$ cat src/rtl/fpadd_issue_ctrl_if.sv
// Request, adder-operand and CDB signals between the FP-add reservation stations, the shared adder and the CDB.
// Latency: none. The interface only carries wires.
// Backpressure: cdb_ready stalls the result drain. req_grant is the acceptance for each entry.
interface fpadd_issue_ctrl_if #(
    parameter int NUM_RS = 4,
    parameter int TAG_W  = 4
);
    logic [NUM_RS-1:0]       req_valid;
    logic [NUM_RS*31-1:0]    req_a;
    logic [NUM_RS*31-1:0]    req_b;
    logic [NUM_RS*TAG_W-1:0] req_tag;
    logic [NUM_RS-1:0]       req_grant;
    logic [30:0]             add_in1;
    logic [30:0]             add_in2;
    logic [30:0]             add_result;
    logic                    flush;
    logic                    cdb_valid;
    logic [TAG_W-1:0]        cdb_tag;
    logic [30:0]             cdb_data;
    logic                    cdb_ready;
    logic                    busy;

    // Environment side: reservation stations, adder result and CDB arbiter.
    modport master (
        output req_valid, req_a, req_b, req_tag, add_result, flush, cdb_ready,
        input  req_grant, add_in1, add_in2, cdb_valid, cdb_tag, cdb_data, busy
    );

    // Issue controller side.
    modport slave (
        input  req_valid, req_a, req_b, req_tag, add_result, flush, cdb_ready,
        output req_grant, add_in1, add_in2, cdb_valid, cdb_tag, cdb_data, busy
    );
endinterface

$ cat src/rtl/fpadd_issue_ctrl.sv
// Round-robin issue of ready FP-add RS entries onto one shared registered adder, with results buffered for the CDB.
// Latency: the grant is combinational. A result reaches cdb_* two cycles after issue at the earliest.
// Backpressure: issue is held off unless the result FIFO is certain to have a slot when the adder result lands.
module fpadd_issue_ctrl #(
    parameter int NUM_RS    = 4,
    parameter int TAG_W     = 4,
    parameter int OUT_DEPTH = 2
) (
    input  logic              clk,
    input  logic              rst,
    fpadd_issue_ctrl_if.slave bus
);
    localparam int RR_W  = (NUM_RS > 1) ? $clog2(NUM_RS) : 1;
    localparam int PTR_W = (OUT_DEPTH > 1) ? $clog2(OUT_DEPTH) : 1;
    localparam int CNT_W = $clog2(OUT_DEPTH + 1);

    logic [RR_W-1:0]  rr_ptr;
    logic             inflight_v;
    logic [TAG_W-1:0] inflight_tag;

    logic [30:0]      fifo_data [OUT_DEPTH];
    logic [TAG_W-1:0] fifo_tag  [OUT_DEPTH];
    logic [PTR_W-1:0] wr_ptr;
    logic [PTR_W-1:0] rd_ptr;
    logic [CNT_W-1:0] count;

    logic             cdb_vld;
    logic             pop;
    logic             push;
    logic             can_issue;
    logic             issue;
    logic             grant_any;
    logic [RR_W-1:0]  grant_idx;
    logic [RR_W-1:0]  scan_idx;
    int               scan_sum;
    logic [CNT_W:0]   occupancy;
    logic [NUM_RS-1:0] grant_vec;
    logic [30:0]      mux_a;
    logic [30:0]      mux_b;
    logic [TAG_W-1:0] mux_tag;

    function automatic logic [PTR_W-1:0] ptr_inc(input logic [PTR_W-1:0] p);
        return (p == PTR_W'(OUT_DEPTH - 1)) ? '0 : p + 1'b1;
    endfunction

    assign cdb_vld = (count != '0);
    assign pop     = cdb_vld & bus.cdb_ready;
    // A flushed op's result is discarded as it comes out of the adder.
    assign push    = inflight_v & ~bus.flush;

    // Count the in-flight op as already occupying a slot, so the adder result always has a place to land.
    assign occupancy = {1'b0, count} + (CNT_W+1)'(inflight_v) - (CNT_W+1)'(pop);
    assign can_issue = ~rst & ~bus.flush & (occupancy < (CNT_W+1)'(OUT_DEPTH));
    assign issue     = can_issue & grant_any;

    // Find the first ready entry at or after the rr pointer. The scan runs backwards so the nearest entry wins.
    always_comb begin
        grant_any = 1'b0;
        grant_idx = '0;
        scan_sum  = 0;
        scan_idx  = '0;
        for (int k = NUM_RS - 1; k >= 0; k--) begin
            scan_sum = int'(rr_ptr) + k;
            if (scan_sum >= NUM_RS) begin
                scan_sum = scan_sum - NUM_RS;
            end
            scan_idx = RR_W'(scan_sum);
            if (bus.req_valid[scan_idx]) begin
                grant_any = 1'b1;
                grant_idx = scan_idx;
            end
        end
    end

    // Build the one-hot grant, then steer the granted entry's operands and tag. Everything is zero with no grant.
    always_comb begin
        grant_vec = '0;
        mux_a     = '0;
        mux_b     = '0;
        mux_tag   = '0;
        if (issue) begin
            grant_vec[grant_idx] = 1'b1;
        end
        for (int i = 0; i < NUM_RS; i++) begin
            if (grant_vec[i]) begin
                mux_a   = bus.req_a[31*i +: 31];
                mux_b   = bus.req_b[31*i +: 31];
                mux_tag = bus.req_tag[TAG_W*i +: TAG_W];
            end
        end
    end

    assign bus.req_grant = grant_vec;
    assign bus.add_in1   = mux_a;
    assign bus.add_in2   = mux_b;
    assign bus.cdb_valid = cdb_vld;
    assign bus.cdb_data  = cdb_vld ? fifo_data[rd_ptr] : '0;
    assign bus.cdb_tag   = cdb_vld ? fifo_tag[rd_ptr] : '0;
    assign bus.busy      = inflight_v | cdb_vld;

    // Advance the rr pointer past each granted entry, and track which tag is in the adder.
    always_ff @(posedge clk) begin
        if (rst) begin
            rr_ptr       <= '0;
            inflight_v   <= 1'b0;
            inflight_tag <= '0;
        end else begin
            inflight_v <= issue;
            if (issue) begin
                rr_ptr       <= (grant_idx == RR_W'(NUM_RS - 1)) ? '0 : grant_idx + 1'b1;
                inflight_tag <= mux_tag;
            end
        end
    end

    // Result FIFO control: wrap-around pointers plus an explicit count. A flush empties it.
    always_ff @(posedge clk) begin
        if (rst || bus.flush) begin
            wr_ptr <= '0;
            rd_ptr <= '0;
            count  <= '0;
        end else begin
            if (push) begin
                wr_ptr <= ptr_inc(wr_ptr);
            end
            if (pop) begin
                rd_ptr <= ptr_inc(rd_ptr);
            end
            count <= count + CNT_W'(push) - CNT_W'(pop);
        end
    end

    // Result FIFO storage. The outputs gate it with cdb_valid, so it needs no reset.
    always_ff @(posedge clk) begin
        if (!rst && push) begin
            fifo_data[wr_ptr] <= bus.add_result;
            fifo_tag[wr_ptr]  <= inflight_tag;
        end
    end
endmodule

$ cat src/flat_wrapper.sv
// flat-port wrapper written by rule: the top's interface ports become plain ports
module fpadd_issue_ctrl_flat 
#(
    parameter int NUM_RS    = 4,
    parameter int TAG_W     = 4,
    parameter int OUT_DEPTH = 2
)
  (clk, rst, bus_req_valid, bus_req_a, bus_req_b, bus_req_tag, bus_add_result, bus_flush, bus_cdb_ready, bus_req_grant, bus_add_in1, bus_add_in2, bus_cdb_valid, bus_cdb_tag, bus_cdb_data, bus_busy);
  fpadd_issue_ctrl_if #(.NUM_RS(NUM_RS), .TAG_W(TAG_W)) bus_i ();
  input  logic clk;
  input  logic rst;
  input wire logic [$bits(bus_i.req_valid)-1:0] bus_req_valid;
  input wire logic [$bits(bus_i.req_a)-1:0] bus_req_a;
  input wire logic [$bits(bus_i.req_b)-1:0] bus_req_b;
  input wire logic [$bits(bus_i.req_tag)-1:0] bus_req_tag;
  input wire logic [$bits(bus_i.add_result)-1:0] bus_add_result;
  input wire logic [$bits(bus_i.flush)-1:0] bus_flush;
  input wire logic [$bits(bus_i.cdb_ready)-1:0] bus_cdb_ready;
  output wire logic [$bits(bus_i.req_grant)-1:0] bus_req_grant;
  output wire logic [$bits(bus_i.add_in1)-1:0] bus_add_in1;
  output wire logic [$bits(bus_i.add_in2)-1:0] bus_add_in2;
  output wire logic [$bits(bus_i.cdb_valid)-1:0] bus_cdb_valid;
  output wire logic [$bits(bus_i.cdb_tag)-1:0] bus_cdb_tag;
  output wire logic [$bits(bus_i.cdb_data)-1:0] bus_cdb_data;
  output wire logic [$bits(bus_i.busy)-1:0] bus_busy;
  assign bus_i.req_valid = bus_req_valid;
  assign bus_i.req_a = bus_req_a;
  assign bus_i.req_b = bus_req_b;
  assign bus_i.req_tag = bus_req_tag;
  assign bus_i.add_result = bus_add_result;
  assign bus_i.flush = bus_flush;
  assign bus_i.cdb_ready = bus_cdb_ready;
  assign bus_req_grant = bus_i.req_grant;
  assign bus_add_in1 = bus_i.add_in1;
  assign bus_add_in2 = bus_i.add_in2;
  assign bus_cdb_valid = bus_i.cdb_valid;
  assign bus_cdb_tag = bus_i.cdb_tag;
  assign bus_cdb_data = bus_i.cdb_data;
  assign bus_busy = bus_i.busy;
  fpadd_issue_ctrl #(.NUM_RS(NUM_RS), .TAG_W(TAG_W), .OUT_DEPTH(OUT_DEPTH)) u_core (.clk(clk), .rst(rst), .bus(bus_i));
endmodule
$ cat config.mk
export PLATFORM = sky130hd
export DESIGN_NAME = fpadd_issue_ctrl_flat
export DESIGN_NICKNAME = d
export VERILOG_FILES = /design/src/rtl/fpadd_issue_ctrl_if.sv /design/src/rtl/fpadd_issue_ctrl.sv /design/src/flat_wrapper.sv
export SDC_FILE = /design/constraint.sdc
export NUM_CORES = 1
export LEC_CHECK = 0
export ABC_AREA = 1
export CAP_MARGIN = 15
export CORE_AREA = 2 2 160 162
export DETAILED_ROUTE_END_ITERATION = 6
export DIE_AREA = 0 0 162 164
export PLACE_DENSITY = 0.64
export SLEW_MARGIN = 20
export SYNTH_ARGS = -nofsm -noshare
export SYNTH_HDL_FRONTEND = slang
export SYNTH_SLANG_ARGS = --single-unit
$ cat constraint.sdc
create_clock -name clk -period 6 [get_ports clk]
set_input_delay 1.2 -clock clk [delete_from_list [all_inputs] [get_ports clk]]
set_output_delay 1.2 -clock clk [all_outputs]
set_load 0.005 [all_outputs]
### Word level (Yosys, flattened, before mapping)

Memories as Yosys holds them, arrays and structs flattened. A register that Yosys moved wholly into a read port is not among the register bits.
Cells that the tools add are included.

* $lt $le $gt $ge: 11
* reductions and logical operators: 5
* $add $sub $neg: 14
* bitwise gates (word level): 8
* mux-type cells: 46
* equality and inequality tests: 1

Operators with widths (number)
* two-way mux 31 bit: 9
* two-way mux 4 bit: 6
* two-way mux 2 bit: 9
* two-way mux 1 bit: 17
* less-than comparator 2 x 3 -> 1 bit (second input constant): 5
* greater-or-equal comparator 3 bit (second input constant): 3
* binary-select mux 1 bit (select 2 bit): 4
* subtractor 2 x 1 -> 2 bit (second input constant): 4
* adder 2 x 2 -> 3 bit (second input constant): 2
* bitwise AND 1 bit: 5
* adder 2 x 1 -> 3 bit: 1
* adder 2 x 1 -> 3 bit (second input constant): 1
* greater-or-equal comparator 2 x 3 -> 1 bit (second input constant): 1
* less-than comparator 3 x 2 -> 1 bit (second input constant): 1
* subtractor 3 x 1 -> 3 bit: 1
* adder 1 bit (second input constant): 2
* adder 2 x 1 -> 2 bit: 1
* adder 2 x 1 -> 2 bit (second input constant): 1
* demux 1 bit (select 2 bit): 1
* == test 2 bit (second input constant): 1
* greater-or-equal comparator 2 x 1 -> 1 bit (second input constant): 1
* logical AND 1 bit: 2
* NOT 1 bit: 2
* nonzero test 2 bit: 1
* other kinds (4): 4

* output and inout port bits: 103
* input bits: 303
* word-level logic and storage cells: 93
* register bits: 11
* memories: 2
* RAM bits: 70

Memories
* u_core.fifo_data: depth 2, width 31, rd ports 1, clocked after memory_dff 1, wr ports 1, RTL line fpadd_issue_ctrl.sv:21 `logic [30:0] fifo_data [OUT_DEPTH];`
* u_core.fifo_tag: depth 2, width 4, rd ports 1, clocked after memory_dff 1, wr ports 1, RTL line fpadd_issue_ctrl.sv:22 `logic [TAG_W-1:0] fifo_tag [OUT_DEPTH];`

### Logic depth before layout (Yosys ltp)

Gate-level depths: netlist of run 1.

* word-level depth: 18
* depth in mapped cells: 20
* mapped depth without buffers: 18

### Worst setup path after synthesis of run 1

OpenSTA, ideal clock, no wires.

* path type: input -> output
* from: input bus_cdb_ready
* to: output bus_add_in2[21]
* required time: 4.800 ns
* stages on the path: 14
* slack: 1.300 ns
* data arrival time: 3.500 ns
* cell sequence: nand2_1 inv_1 ha_1 or2_2 fa_1 xor2_1 nor3b_4 nand2_2 nor2_4 buf_2 nand3_1 nand2_1 a21oi_1 nor2_1

* longest elaborated chain between the ends: 10

Ends and longest elaborated chain
* start, declared: RTL line flat_wrapper.sv:18 `input wire logic [$bits(bus_i.cdb_ready)-1:0] bus_cdb_ready;`
* bitwise AND 1 bit: RTL line fpadd_issue_ctrl.sv:47 `assign pop = cdb_vld & bus.cdb_ready;`
* via u_core.pop: RTL line fpadd_issue_ctrl.sv:28 `logic pop;`
* subtractor 3 x 1 -> 3 bit: RTL line fpadd_issue_ctrl.sv:52 `assign occupancy = {1'b0, count} + (CNT_W+1)'(inflight_v) - (CNT_W+1)'(pop);`
* less-than comparator 3 x 2 -> 1 bit: RTL line fpadd_issue_ctrl.sv:53 `assign can_issue = ~rst & ~bus.flush & (occupancy < (CNT_W+1)'(OUT_DEPTH));`
* bitwise AND 1 bit: RTL line fpadd_issue_ctrl.sv:53
* bitwise AND 1 bit: RTL line fpadd_issue_ctrl.sv:54 `assign issue = can_issue & grant_any;`
* two-way mux 4 bit: RTL line fpadd_issue_ctrl.sv:81 `if (issue) begin`
* via bus_req_grant[0]: RTL line flat_wrapper.sv:19 `output wire logic [$bits(bus_i.req_grant)-1:0] bus_req_grant;`
* two-way mux 31 bit (4 in a row): RTL line fpadd_issue_ctrl.sv:85 `if (grant_vec[i]) begin`
* end, declared: RTL line flat_wrapper.sv:21 `output wire logic [$bits(bus_i.add_in2)-1:0] bus_add_in2;`

The timed path passes the listed nets, and every way through them passes these cells.

### Final worst setup path of run 1

* from: input bus_cdb_ready
* to: output bus_add_in1[22]

* longest elaborated chain between the ends: 10

Ends and longest elaborated chain
* bitwise AND 1 bit (*): RTL line fpadd_issue_ctrl.sv:47
* via u_core.pop: RTL line fpadd_issue_ctrl.sv:28
* subtractor 3 x 1 -> 3 bit (*): RTL line fpadd_issue_ctrl.sv:52
* less-than comparator 3 x 2 -> 1 bit (*): RTL line fpadd_issue_ctrl.sv:53
* bitwise AND 1 bit (*): RTL line fpadd_issue_ctrl.sv:53
* bitwise AND 1 bit (*): RTL line fpadd_issue_ctrl.sv:54
* two-way mux 4 bit (*): RTL line fpadd_issue_ctrl.sv:81
* two-way mux 31 bit (3 in a row): RTL line fpadd_issue_ctrl.sv:85
* two-way mux 31 bit (*): RTL line fpadd_issue_ctrl.sv:85
* end, declared: RTL line flat_wrapper.sv:20 `output wire logic [$bits(bus_i.add_in1)-1:0] bus_add_in1;`

The timed path passes the listed nets; every way through them passes the cells marked *.

==> flow_summary.yaml, run 1 <==
synth:
  netlist_top_cells_count: "nand2_1 (379), nor2_1 (145), a21oi_1 (105), edfxtp_1 (70), nand3_1 (62)"
  synth.area.top_cells: "edfxtp_1 (35%), nand2_1 (24%), nor2_1 (9.2%)"
  yosysTopAreaCell: "edfxtp_1"
  avgSynthCellArea_um2: 6.60
  synthArstFlopShare_pct: 0
  synth_seq_cells: 82
  syn_inst: 900
  syn_area_um2: 5940
  synth_cell_types: 31
  yosysSeqAreaShare_pct: 39.5
  yosys.area.top_type_share_pct: 35.4
  synth_warnings: 0
  synthFlopType: "edfxtp_1"
  synth.most_common_cell: "nand2_1"
  syn-num-nets: 1211
  synth_edf_count: 70
cts:
  cts_max_path_buffers: 2
  numCtsBuffers: 9
  clkTransAtPathRegs_ns: 0.06
  cts_tree: "built"
  clk_latency_ns: 0.33
  cts_hold_buffers: 0
  htree_num_levels: 3
  cts_root_buffer: "clkbuf_16"
  cts.sinks: 82
timing:
  finalHoldViolCount: 0
  post-route-period-util_pct: 96.3
  fmax_ghz: 0.173
  rsz0062_at_grt: "true"
  maxSlewViolCount: 0
  fin_skew_ns: 0.00738
  slew_headroom_pct: 25.7
  finalSetupViolCount: 0
  final.min_clock_period_ns: 5.78
  worstMarginPinSlew_ns: 1.11
setup_path:
  worstSetupPathType: "in -> out"
  end_kind: "output pin"
  crit_required_ns: 4.80
  worstReg2RegStart: "u_core.count[1]$_SDFF_PP0_"
  rrSetupSlack_ns: 2.83
  path_max_fanout: 34
  cp-start-kind: "input pin"
  reg2reg_depth: 18
  arrival_ns: 4.58
  timing.rr.end: "u_core.inflight_tag[1]$_SDFFE_PP0P_"
layout:
  n_antenna_cell: 0
  fillers: 2544
  layout.nets: 1608
  syn2layout_area_growth_pct: 86.9
  fin_util_pct: 44.7
  stdcell_area_um2: 11100
  layout-drive-gt1-share_pct: 5.91
global_route:
  grt.overflow.total: 0
  grt_max_degree: 67
  grt_pass1_wl_um: 40000
  grt_pass1_vias: 6969
  grt_util_all_layers_pct: 19.5
  antenna_found_initial: 1
route:
  wl_um: 28300
  ant_nets: 0
  vias: 7362
  drtIter0Drc: 536
  route.detailed.drc: 0
  via_per_inst: 4.51
  wl_per_cell_um: 17.4
  drt-pass1-iter-count: 6
hold_path:
  worstHoldPathCells: 2
  hp-class: "reg -> reg"
  min_from: "u_core.rd_ptr$_SDFFE_PP0P_"
floorplanning:
  std_cell_rows: 58
  fp.dieH_um: 164
  die_w_um: 162
  ios: 406
  fp.coreArea_um2: 24800
  start_util_pct: 23.9
  floorplan.die_area_um2: 26600
placed_design:
  port_buffers: 405
  dp_hpwl_um: 21800
  routabilityCongestion: 0.947
  place_area_um2: 10400
power_and_ir_drop:
  p_leak_nw: 5.80
  peakVddDrop_mv: 0.145
  power.density_nw_per_um2: 189
outcome:
  status: "finished clean"
run:
  cap_violations: 0
-- layer usage --
layer / GRT usage, % / routed length, µm / vias to the layer above
li1: - / - / 3701
met5: 0 / 10 / -
met1: 24.7 / 11300 / 3304
met3: 6.41 / 2860 / 29
met4: 3.74 / 489 / 2
met2: 32.8 / 13700 / 326
-- final cells by class --
type	count	area, µm²	area share (%)
clock buffer	9	225	2.03
clock inverter	7	75.1	0.677
multi-input combinational	731	3160	28.5
inverter	27	121	1.09
sequential	82	2340	21.1
timing repair buffer	446	4760	42.9
tap	330	413	3.72
-- per-stage QoR --
stage	setup TNS [ns]	power [mW]	instances	worst slack (ns)	hold WS [ns]
2_1_floorplan	0	1.01	900	1.30	0.426
3_3_place_gp	-0.215	1.56	1605	-0.215	0.463
3_5_place_dp	-0.229	1.55	1605	-0.229	0.465
4_1_cts	0	2.11	1621	0.0338	0.494
5_1_grt	-0.00677	2.22	1632	-0.00677	0.513
6_report	0	2.10	1632	0.222	0.490
-- where the power goes --
group | internal, mW | leakage [nW] | total (mW) | switching [mW]
combinational | 0.478 | 4.93 | 0.917 | 0.439
sequential | 0.630 | 0.731 | 0.637 | 0.00703
clock | 0.325 | 0.147 | 0.544 | 0.219
-- how the worst max path moves through the flow --
stage                  startpoint               to  slack (ns)  cells past startpoint
finish              bus_cdb_ready  bus_add_in1[22]        0.22                     16
global route        bus_cdb_ready  bus_add_in1[18]      -0.007                     16
CTS                 bus_cdb_ready  bus_add_in2[11]        0.03                     16
detailed placement  bus_cdb_ready   bus_add_in1[0]       -0.23                     18
global placement    bus_cdb_ready   bus_add_in1[0]       -0.22                     18
floorplan           bus_cdb_ready  bus_add_in2[21]        1.30                     14
-- state kept, by name (all words and copies together) (netlist names), named ones only --
register and cells:
u_core.inflight_tag 4, u_core.rr_ptr 2, u_core.rd_ptr 1, u_core.inflight_v 1, u_core.fifo_data 62, u_core.fifo_tag 8, u_core.wr_ptr 1, u_core.count 2
-- kinds of logic (layout without fill, tap and decap cells) --
group	count (synthesis)	after routing	synth area share, %
flops	82	82	39.5
compound gates	111	111	9.49
fa+ha+maj	8	8	1.81
buf+inv	87	489	7.59
simple gates	610	610	41.4
xor+xnor	2	2	0.295
-- placed cells by master (no fill, tap or decap), drive strengths merged --
| cell type | n |
|---|---|
| a21oi | 105 |
| nor3b | 2 |
| clkinvlp | 1 |
| or2 | 4 |
| nor3 | 1 |
| buf | 38 |
| clkbuf | 12 |
| dlygate4sd2 | 1 |
| bufinv | 1 |
| clkdlybuf4s50 | 346 |
| dfxtp | 12 |
| o21ai | 3 |
| xor2 | 1 |
| nand2 | 383 |
| ha | 7 |
| inv | 27 |
| nor2 | 146 |
| a211oi | 2 |
| nand3 | 62 |
| nand4 | 12 |
| dlymetal6s2s | 58 |
| o21bai | 1 |
| xnor2 | 1 |
| clkinv | 5 |
| edfxtp | 70 |
| fa | 1 |
-- worst max-delay path, stage by stage --
cell and delay [ns]:
clkdlybuf4s50_1 0.41, nand2_2 0.09, inv_2 0.04, ha_1 0.27, or2_2 0.31, fa_1 0.40, xor2_1 0.18, nor3b_4 0.22
nand2_2 0.14, inv_4 0.14, nand2_4 0.16, buf_12 0.23, buf_4 0.16, nor2_1 0.09, nor2_1 0.05, clkdlybuf4s50_1 0.45
-- what timing repair did --
action / CTS / global route
buffers inserted: 0 / 6
pin swaps: 1 / 4
gates cloned: 0 / 4
resized for setup: 3 / 69
setup endpoints to repair: 1 / 62
Power figures use the tool's default switching activity.
==> run 2, diff against run 1 <==
Settings changed: GPL_ROUTABILITY_DRIVEN from default to 0.
==> run 2 against run 1 <==
Against the previous run: global-route usage decreased by 0.21 points; maximum frequency fell by 1.7%; combinational power about the same; critical path type unchanged; critical endpoint is now bus_add_in2[27]; largest cell class unchanged.
==> flow_summary.yaml, run 2 (same netlist as run 1, synthesis figures left out) <==
outcome:
  status: "finished clean"
power_and_ir_drop:
  power.density_nw_per_um2: 191
  peakVddDrop_mv: 0.143
  totalPowerFinal_mw: 2.11
  p_leak_nw: 5.53
floorplanning:
  ios: 406
  die_w_um: 162
  fp.dieH_um: 164
  start_util_pct: 23.9
  floorplan.die_area_um2: 26600
  std_cell_rows: 58
  fp.coreArea_um2: 24800
global_route:
  grt_max_degree: 50
  grt_pass1_vias: 6927
  grt_pass1_wl_um: 39600
  grt_util_all_layers_pct: 19.3
  antenna_found_initial: 2
  grt.overflow.total: 0
cts:
  cts.sinks: 82
  cts_tree: "built"
  clkTransAtPathRegs_ns: 0.06
  htree_num_levels: 3
  cts_max_path_buffers: 2
  cts_hold_buffers: 0
  clk_latency_ns: 0.33
  numCtsBuffers: 9
  cts_root_buffer: "clkbuf_16"
timing:
  worstMarginPinSlew_ns: 1.05
  maxSlewViolCount: 0
  post-route-period-util_pct: 98.0
  final.min_clock_period_ns: 5.88
  rsz0062_at_grt: "true"
  finalSetupViolCount: 0
  setup_slack_ns: 0.123
  finalHoldViolCount: 0
  fin_skew_ns: 0.00492
  fmax_ghz: 0.170
  slew_headroom_pct: 29.8
  finalSetupTns_ns: 0
placed_design:
  dp_slack_ns: -0.143
  port_buffers: 405
  dp_hpwl_um: 21400
setup_path:
  worstSetupPathType: "in -> out"
  timing.rr.end: "u_core.inflight_tag[1]$_SDFFE_PP0P_"
  reg2reg_depth: 18
  end_kind: "output pin"
  worstReg2RegStart: "u_core.count[1]$_SDFF_PP0_"
  crit_end: "bus_add_in2[27]"
  cp-start-kind: "input pin"
  crit_required_ns: 4.80
  path_max_fanout: 14
  arrival_ns: 4.68
  crit_path_start: "bus_cdb_ready"
  rrSetupSlack_ns: 2.88
route:
  ant_nets: 0
  wl_met1_um: 11200
  vias: 7369
  route.met2.wl_um: 13600
  drtIter0Drc: 456
  drt-pass1-iter-count: 5
  wl_met3_um: 2780
  wl_per_cell_um: 17.2
  top_layer_used: "met5"
  route.detailed.drc: 0
  wl_um: 28000
  via_per_inst: 4.52
run:
  cap_violations: 0
layout:
  syn2layout_area_growth_pct: 86.0
  largest_reg_flops: 62
  final_cell_mix: "nand2_1 (377), clkdlybuf4s50_1 (361), nor2_1 (141)"
  largestRegisters: "u_core.fifo_data (62), u_core.fifo_tag (8), u_core.inflight_tag (4)"
  layout-drive-gt1-share_pct: 5.62
  layout.nets: 1605
  fin_util_pct: 44.5
  largest-register: "u_core.fifo_data"
  final_common_cell: "nand2_1"
hold_path:
  hp-class: "reg -> reg"
## run 2: report_power, final
part	switching (mW)	leakage [nW]	internal (mW)	total (mW)
Clock	0.196	0.153	0.359	0.555
Combinational	0.438	4.64	0.479	0.917
Sequential	0.00684	0.731	0.630	0.637
Total	0.641	5.53	1.47	2.11
## run 2: metrics by stage
step	hold WS [ns]	instances	cell area (µm²)
final	0.471	1629	11000
after global placement	0.455	1604	10400
after detailed placement	0.462	1604	10400
after global routing	0.486	1628	11000
after CTS	0.477	1619	10700
after floorplan	0.426	900	5940
## run 2: cell type report
cell class                      instances  area (µm²)
Fill cell                            2553       13800
Clock buffer                            9         225
Antenna cell                            1        2.50
Multi-Input combinational cell        731        3180
Tap cell                              330         413
Timing Repair inverter                  1        8.76
Clock inverter                          6        82.6
Inverter                               27         124
Timing Repair Buffer                  442        4670
Sequential cell                        82        2340
## run 2: critical path, stage by stage
cell	delay [ns]
clkdlybuf4s50_1	0.48
nand2_2	0.07
inv_1	0.08
ha_1	0.22
or2_2	0.31
fa_1	0.40
xor2_1	0.17
nor3b_4	0.21
nand2_2	0.14
nor2_4	0.20
buf_4	0.25
nand3_1	0.09
nand2_1	0.08
a21oi_1	0.08
nor2_1	0.12
clkdlybuf4s50_1	0.56
## run 2: worst min path at each step
stage	end	cells after the start	from
final	u_core.fifo_tag[0][0]$_DFFE_PP_	0	u_core.inflight_tag[0]$_SDFFE_PP0P_
after global routing	u_core.fifo_tag[1][0]$_DFFE_PP_	0	u_core.inflight_tag[0]$_SDFFE_PP0P_
after CTS	u_core.fifo_tag[0][0]$_DFFE_PP_	0	u_core.inflight_tag[0]$_SDFFE_PP0P_
after detailed placement	u_core.fifo_tag[1][0]$_DFFE_PP_	0	u_core.inflight_tag[0]$_SDFFE_PP0P_
after global placement	u_core.fifo_tag[0][0]$_DFFE_PP_	0	u_core.inflight_tag[0]$_SDFFE_PP0P_
after floorplan	u_core.fifo_tag[0][0]$_DFFE_PP_	0	u_core.inflight_tag[0]$_SDFFE_PP0P_
## run 2: what timing repair did
item / 4_1_cts / 5_1_grt
cloned: 0 / 4
buffers inserted: 0 / 4
setup endpoints to repair: 2 / 60
gates resized for setup: 3 / 56
## run 2: per-layer routing
layer | track usage [%] | up-vias
met2 | 32.3 | 324
met3 | 5.86 | 27
met4 | 4.59 | 2
met1 | 24.6 | 3314
met5 | 0 | -
li1 | - | 3702
==> run 3, diff against run 2 <==
Settings changed: CTS_CLUSTER_DIAMETER from default to 150.
==> results of run 3 <==
The final DEF is identical to that of run 2; final timing and power are the same.
